File: config.mk
export PLATFORM = sky130hd
export DESIGN_NAME = psum_channel_accum
export DESIGN_NICKNAME = d
export VERILOG_FILES = /design/src/rtl/psum_channel_accum.sv
export SDC_FILE = /design/constraint.sdc
export NUM_CORES = 1
export LEC_CHECK = 0
export BUFFER_PORTS_ARGS = -buffer_cell sky130_fd_sc_hd__buf_4
export CAP_MARGIN = 20
export CORE_MARGIN = 4
export CORE_UTILIZATION = 43
export CTS_CLUSTER_SIZE = 24
export DETAILED_ROUTE_END_ITERATION = 7
export PLACE_DENSITY = 0.72
export SYNTH_ARGS = -nofsm -noshare
export SYNTH_HDL_FRONTEND = slang
export SYNTH_SLANG_ARGS = --single-unit
File: constraint.sdc
create_clock -name clk -period 18.1 [get_ports clk]
set_input_delay 1.81 -clock clk [delete_from_list [all_inputs] [get_ports clk]]
set_output_delay 1.81 -clock clk [all_outputs]
set_load 0.05 [all_outputs]
File: src/rtl/psum_channel_accum.sv
// psum_channel_accum: accumulates per-input-channel partial sums, then applies bias, ReLU,
// rounding right-shift and unsigned saturation before handing the activation downstream.
module psum_channel_accum #(
    parameter int IN_W   = 29,
    parameter int ACC_W  = 38,
    parameter int BIAS_W = 16,
    parameter int OUT_W  = 8,
    parameter int CH_W   = 10
) (
    input  logic              clk,
    input  logic              rst_n,
    input  logic [IN_W-1:0]   sum_in,
    input  logic              sum_valid,
    output logic              sum_ready,
    input  logic [CH_W-1:0]   cfg_num_ch,
    input  logic [4:0]        cfg_shift,
    input  logic [BIAS_W-1:0] bias,
    output logic [OUT_W-1:0]  act_out,
    output logic              act_valid,
    input  logic              act_ready
);
    typedef enum logic [1:0] {ACC, POST, OUT} state_t;

    state_t              state_q, state_d;
    logic [ACC_W-1:0]    acc_q, acc_d;
    logic [CH_W-1:0]     ch_cnt_q, ch_cnt_d;
    logic [CH_W-1:0]     num_ch_q, num_ch_d;
    logic [4:0]          shift_q, shift_d;
    logic [BIAS_W-1:0]   bias_q, bias_d;
    logic [OUT_W-1:0]    act_q, act_d;
    logic                act_valid_q, act_valid_d;
    logic                fire, first;
    logic [CH_W-1:0]     cfg_eff, num_eff;
    logic [ACC_W:0]      t, r, rnd, q;
    logic [OUT_W-1:0]    sat;

    assign sum_ready = (state_q == ACC);
    assign act_out   = act_q;
    assign act_valid = act_valid_q;

    always_comb begin
        fire    = sum_valid && sum_ready;
        first   = (ch_cnt_q == '0);
        cfg_eff = (cfg_num_ch == '0) ? CH_W'(1) : cfg_num_ch;
        // On the first sum of a pixel the live config decides whether it is also the last.
        num_eff = first ? cfg_eff : num_ch_q;
        t       = {acc_q[ACC_W-1], acc_q} + {{(ACC_W+1-BIAS_W){bias_q[BIAS_W-1]}}, bias_q};
        r       = t[ACC_W] ? '0 : t;
        rnd     = (shift_q == 5'd0) ? '0 : ({{ACC_W{1'b0}}, 1'b1} << (shift_q - 5'd1));
        q       = (r + rnd) >> shift_q;
        sat     = (|q[ACC_W:OUT_W]) ? '1 : q[OUT_W-1:0];
        state_d     = state_q;
        acc_d       = acc_q;
        ch_cnt_d    = ch_cnt_q;
        num_ch_d    = num_ch_q;
        shift_d     = shift_q;
        bias_d      = bias_q;
        act_d       = act_q;
        act_valid_d = act_valid_q;
        case (state_q)
            ACC: begin
                if (fire) begin
                    acc_d    = acc_q + {{(ACC_W-IN_W){sum_in[IN_W-1]}}, sum_in};
                    ch_cnt_d = ch_cnt_q + CH_W'(1);
                    if (first) begin
                        num_ch_d = cfg_eff;
                        shift_d  = cfg_shift;
                        bias_d   = bias;
                    end
                    if (ch_cnt_q == num_eff - CH_W'(1)) begin
                        ch_cnt_d = '0;
                        state_d  = POST;
                    end
                end
            end
            POST: begin
                act_d       = sat;
                act_valid_d = 1'b1;
                acc_d       = '0;
                state_d     = OUT;
            end
            OUT: begin
                if (act_ready) begin
                    act_valid_d = 1'b0;
                    state_d     = ACC;
                end
            end
            default: state_d = ACC;
        endcase
    end

    always_ff @(posedge clk or negedge rst_n) begin
        if (!rst_n) begin
            state_q     <= ACC;
            acc_q       <= '0;
            ch_cnt_q    <= '0;
            num_ch_q    <= CH_W'(1);
            shift_q     <= '0;
            bias_q      <= '0;
            act_q       <= '0;
            act_valid_q <= 1'b0;
        end else begin
            state_q     <= state_d;
            acc_q       <= acc_d;
            ch_cnt_q    <= ch_cnt_d;
            num_ch_q    <= num_ch_d;
            shift_q     <= shift_d;
            bias_q      <= bias_d;
            act_q       <= act_d;
            act_valid_q <= act_valid_d;
        end
    end
endmodule

==> flow_summary.ini, run 1 <==
[die]
ios = 74
die_y_um = 172
fp-row-count = 59
die_width_um = 172
core_area_mm2 = 0.0263
dieArea_mm2 = 0.0296
start_util_pct = 44.0

[setup_path]
arrival_ns = 8.26
cp-start-kind = flop
critPathSlowestCell = dfrtp_1
crit_type = flop to flop
crit_family = compound AO/OA/AOI/OAI gates
crit_path_max_incr_delay_ns = 0.89
crit_fanout = 24
endpoint_kind = flop
cp_cell_sequence = ha_1 -> a21oi_1 -> o21ai_1 -> a21oi_1 -> o221ai_1 -> a21oi_2 -> o21a_1 -> o21ai_0 -> and2_1 -> ha_1 -> fa_1 -> a211oi_1 -> o211ai_1 -> a31o_2 -> o211a_1 -> o21ba_2 -> a31oi_1 -> o21a_2 -> nor3_1 -> o41a_1 -> or4b_1 -> or4_1 -> o21ai_1 -> a31oi_1
cp.buffers_inverters = 0
crit_required_ns = 18.30

[detailed_routing]
drt_iter0_markers = 814
num_vias = 10900
antenna_left = 0
detail_route.wl_per_cell_um = 16.5
drcViolationCount = 0
wl_um = 30200
drt_pass1_iterations = 5
drt-vias-per-instance = 5.95

[place]
port_buffers = 73
dp_hpwl_um = 23900
dp.cells = 1813
dp_slack_ns = 10.15
gp_congestion = 0.916

[logic_synthesis]
synth-async-reset-ratio_pct = 100
synth.most_common_cell = nor2_1
synth-edff-count = 0
syn_area_per_cell_um2 = 7.92
synth_common_cells = 160 x nor2_1, 110 x ha_1, 104 x a21oi_1, 104 x o21ai_0, 101 x nand2_1
yosysWarnings = 0
yosysTopAreaCell = dfrtp_1
synth_cell_types = 93
seq_area_frac_synth_pct = 19.5
synth_area_mm2 = 0.0116
syn_inst = 1459
yosys.area.top_type_share_pct = 19.3
ys.flop_type = dfrtp_1
syn-num-nets = 1636
synth.area.top_cells = dfrtp_1 19%, ha_1 12%, nor2_1 5.2%
synth-seq-cells = 90

[sta]
setup-violations-final = 0
rsz0062_at_grt = no
hold_viol = 0
max_freq_ghz = 0.124
worstMarginPinSlew_ns = 0.947
setup_tns_ns = 0
fin_crit_ns = 8.06
slew_headroom_pct = 36.2
clock_skew_ns = 0.00894
min_period_over_period_pct = 44.5
slew_viol_final = 0
setup_ws_ns = 10.04

[clock_tree]
cts_setup_buffers = 0
numCtsBuffers = 9
cts-root-buf = clkbuf_16
cts.sinks = 90
cts_tree = yes
cts_resized = 0
clock_path_buffers = 2
cts_hold_buffers = 0
path_clk_slew_ns = 0.07
h-tree-depth = 3
clk_latency_ns = 0.35

[layout]
syn2layout_area_growth_pct = 9.54
final_cells = 1829
drive_gt1_share_pct = 12.4
antennaDiodeCount = 0
nNetsFinal = 1666

[global_route]
track_usage_pct = 20.3
grt-ovfl-total = 0
grt_max_degree = 77
antenna_found_initial = 0
grt_pass1_wl_um = 50500
first_global_vias = 10400

[hold_path]
hold_class = flop to flop

[job]
maxCapViolations = 0

[outcome]
status = finished, final reports clean
-- layer usage --
metal / routed length (um) / share of wire, % / vias up / global-route usage (%)
met4: 424 / 1.4 / 0 / 4.99
met2: 14300 / 47 / 222 / 34.2
met5: 0 / 0 / - / 0
li1: - / - / 5491 / -
met1: 14400 / 48 / 5142 / 27.7
met3: 1040 / 3.4 / 32 / 2.74
-- stage by stage --
stage | hold slack [ns] | area (um^2) | utilization [%]
after CTS | 0.476 | 12700 | 48.2
after global placement | 0.463 | 12300 | 47.0
final | 0.474 | 12700 | 48.2
after global routing | 0.503 | 12700 | 48.2
after floorplan | 0.450 | 11600 | -
after detailed placement | 0.465 | 12300 | 47.0
-- state kept, by name (all words and copies together) (netlist names) --
register	cells
shift_q	5
num_ch_q	10
ch_cnt_q	10
act_out	8
acc_q	38
state_q	2
act_valid	1
bias_q	16
-- layout make-up --
type / count / area [um^2]
fillers: 2589 / 13600
multi-input cells: 1256 / 8870
flip-flops and latches: 90 / 2250
repair buffers: 82 / 616
well taps: 335 / 419
clock buffers: 10 / 239
inverters: 50 / 188
clock inverters: 6 / 72.6
-- final timing paths --
| path | slack [ns] | from | to | depth (start not counted) |
|---|---|---|---|---|
| worst max-delay path | 10.04 | bias_q[15] | act_out[0] | 24 |
| worst min-delay path | 0.47 | num_ch_q[0] | num_ch_q[0] | 2 |
| worst max register to register | 10.04 | bias_q[15] | act_out[0] | 24 |
| worst min register to register | 0.47 | num_ch_q[0] | num_ch_q[0] | 2 |
| max in group asynchronous | 15.59 | rst_n | bias_q[11] | 2 |
| min in group asynchronous | 1.42 | rst_n | act_out[4] | 1 |
-- tightest hold or removal path: stages (launching register included) --
cell and delay [ns]:
dfstp_2 0.36, inv_1 0.06, a32oi_1 0.05
-- cell usage in the layout, fill, tap and decap left out, types with 5 or more instances in the layout --
cell type,synthesis,routed
nand2_1,101,100
and3_1,10,10
inv_1,50,50
or4_1,6,6
nor4_1,8,8
a21o_1,33,33
or3_1,11,11
o21a_1,24,24
nand2b_1,18,17
xnor2_1,68,68
mux4_2,5,5
a211oi_1,25,25
nor3_1,42,42
a31oi_1,15,15
clkbuf_16,0,9
nand4_1,19,19
nor2b_1,10,10
o221ai_1,6,6
xor2_1,39,39
nor2_1,160,160
o211ai_1,19,19
mux2i_1,43,43
dfrtp_1,89,89
o22ai_1,7,7
o21ai_0,104,104
buf_4,1,82
and2_1,11,11
a22o_1,5,5
o31ai_1,10,10
nand3_1,77,77
a31o_2,6,6
a21oi_1,104,104
o21bai_1,20,20
mux2_2,46,46
ha_1,110,110
o211a_1,5,5
-- cells by family after synthesis --
logic type | share of synthesized area, %
AO/OA/AOI/OAI | 26.5
XOR/XNOR | 8.39
adder cells (fa/ha/maj) | 12.4
buffers and inverters | 3.78
flip-flops | 19.5
multiplexers | 9.28
other | 0.0325
AND/OR/NAND/NOR | 20.0
Power of run 1 is left out: the tool's default activity adds up to more than one toggle a clock period on the data nets, which glitch-free logic cannot reach.
==> run 2: changes to the inputs <==
clock period = 7.5 ns   (was 18.1 ns; I/O delays follow)
==> flow_summary.ini, run 2 (synthesis results as in run 1) <==
[detailed_routing]
met2_length_um = 14500
wl_met3_um = 1610
drt_iter0_markers = 688
antenna_left = 0
wl_um = 31100
num_vias = 11000
wl_met1_um = 14300
drt_pass1_iterations = 5
drt-vias-per-instance = 5.92
drcViolationCount = 0
dr.max_layer_used = met4
detail_route.wl_per_cell_um = 16.8

[setup_path]
critPathSlowestCell = o41ai_2
endpoint_kind = flop
crit_fanout = 27
crit_path_max_incr_delay_ns = 0.49
rr_endpoint = act_out[5]
timing.rr.start = acc_q[0]
arrival_ns = 7.32
rrSetupSlack_ns = 0.41
crit_family = compound AO/OA/AOI/OAI gates
crit_top_cell = o21a_1
crit_type = flop to flop
r2r_cells = 28
cp.buffers_inverters = 2
crit_required_ns = 7.73
cp-start-kind = flop

[die]
die_width_um = 172
ios = 74
fp-row-count = 59
die_y_um = 172
core_area_mm2 = 0.0263
start_util_pct = 44.0
dieArea_mm2 = 0.0296

[sta]
min_period_over_period_pct = 94.5
max_freq_ghz = 0.141
hold_viol = 0
slew_headroom_pct = 36.2
worstMarginPinSlew_ns = 0.956
fin_crit_ns = 7.09
setup-violations-final = 0
clock_skew_ns = 0.0132
slew_viol_final = 0

[clock_tree]
clock_path_buffers = 2
h-tree-depth = 3
path_clk_slew_ns = 0.07
cts.sinks = 90
numCtsBuffers = 9
cts_tree = yes
cts-root-buf = clkbuf_16
clk_latency_ns = 0.37

[outcome]
status = finished, final reports clean

[layout]
mostFrequentLayoutCells = 160 x nor2_1, 111 x buf_4, 110 x ha_1, 104 x o21ai_0, 103 x a21oi_1
design_area_mm2 = 0.0129
final_common_cell = nor2_1
antennaDiodeCount = 0
regMostFlops = acc_q
drive_gt1_share_pct = 14.4
syn2layout_area_growth_pct = 11.7
largest_reg_flops = 38
largestRegisters = acc_q: 38 flops, bias_q: 16 flops
nNetsFinal = 1696

[hold_path]
hold_class = input port to asynchronous set/reset pin

[global_route]
track_usage_pct = 21.0
first_global_vias = 10600
grt_pass1_wl_um = 51800
grt_max_degree = 77
grt-ovfl-total = 0
antenna_found_initial = 0

[place]
port_buffers = 73
place_area_mm2 = 0.0125
dp_hpwl_um = 24300
gp_congestion = 0.924

[job]
maxCapViolations = 0
## run 2: worst register-to-register path: cells and delay by family (launching register included)
kind | cells | cell delay [ns]
buffers and inverters | 2 | 0.38
adders and majority gates | 3 | 0.98
DFF | 1 | 0.41
xor gates and xnor gates | 1 | 0.21
AOI/OAI and AO/OA | 16 | 3.72
and+or+nand+nor | 6 | 1.25
## run 2: final cells by class
cell class	instances	area, um^2
clock buffers	9	225
clock inverters	7	60.1
fillers	2555	13400
inverters	50	188
multi-input cells	1256	8900
flip-flops and latches	90	2250
well taps	335	419
repair buffers	112	853
## run 2: timing repair
action	4_1_cts	5_1_grt
hold buffers	0	0
endpoints found under the hold margin	0	0
setup buffers	0	7
gates resized for setup	0	6
setup endpoints to repair	0	8
## run 2: worst max path at each step
stage | slack (ns) | end | depth (start not counted) | startpoint
final | 0.41 | act_out[5] | 28 | acc_q[0]
after global routing | -0.007 | act_out[5] | 28 | acc_q[0]
after CTS | 0.16 | act_out[5] | 29 | acc_q[0]
after detailed placement | 0.23 | act_out[5] | 29 | acc_q[0]
after global placement | 0.34 | act_out[3] | 27 | acc_q[0]
after floorplan | 0.69 | act_out[0] | 26 | acc_q[0]
## run 2: through the flow
stage          hold WS [ns]  setup slack [ns]  TNS (ns)  util, %  cells
2_1_floorplan         0.450             0.694         0        -   1459
3_3_place_gp          0.467             0.338         0     47.7   1836
3_5_place_dp          0.494             0.228         0     47.7   1836
4_1_cts               0.337             0.158         0     48.8   1852
5_1_grt               0.355          -0.00666   -0.0180     49.1   1859
6_report              0.318             0.414         0     49.1   1859
## run 2: layer usage
layer,up-vias,GRT usage [%]
met4,0,6.25
met3,43,2.81
met5,-,0
met1,5147,28.8
li1,5535,-
met2,283,34.5
Power of run 2 is left out for the same reason.
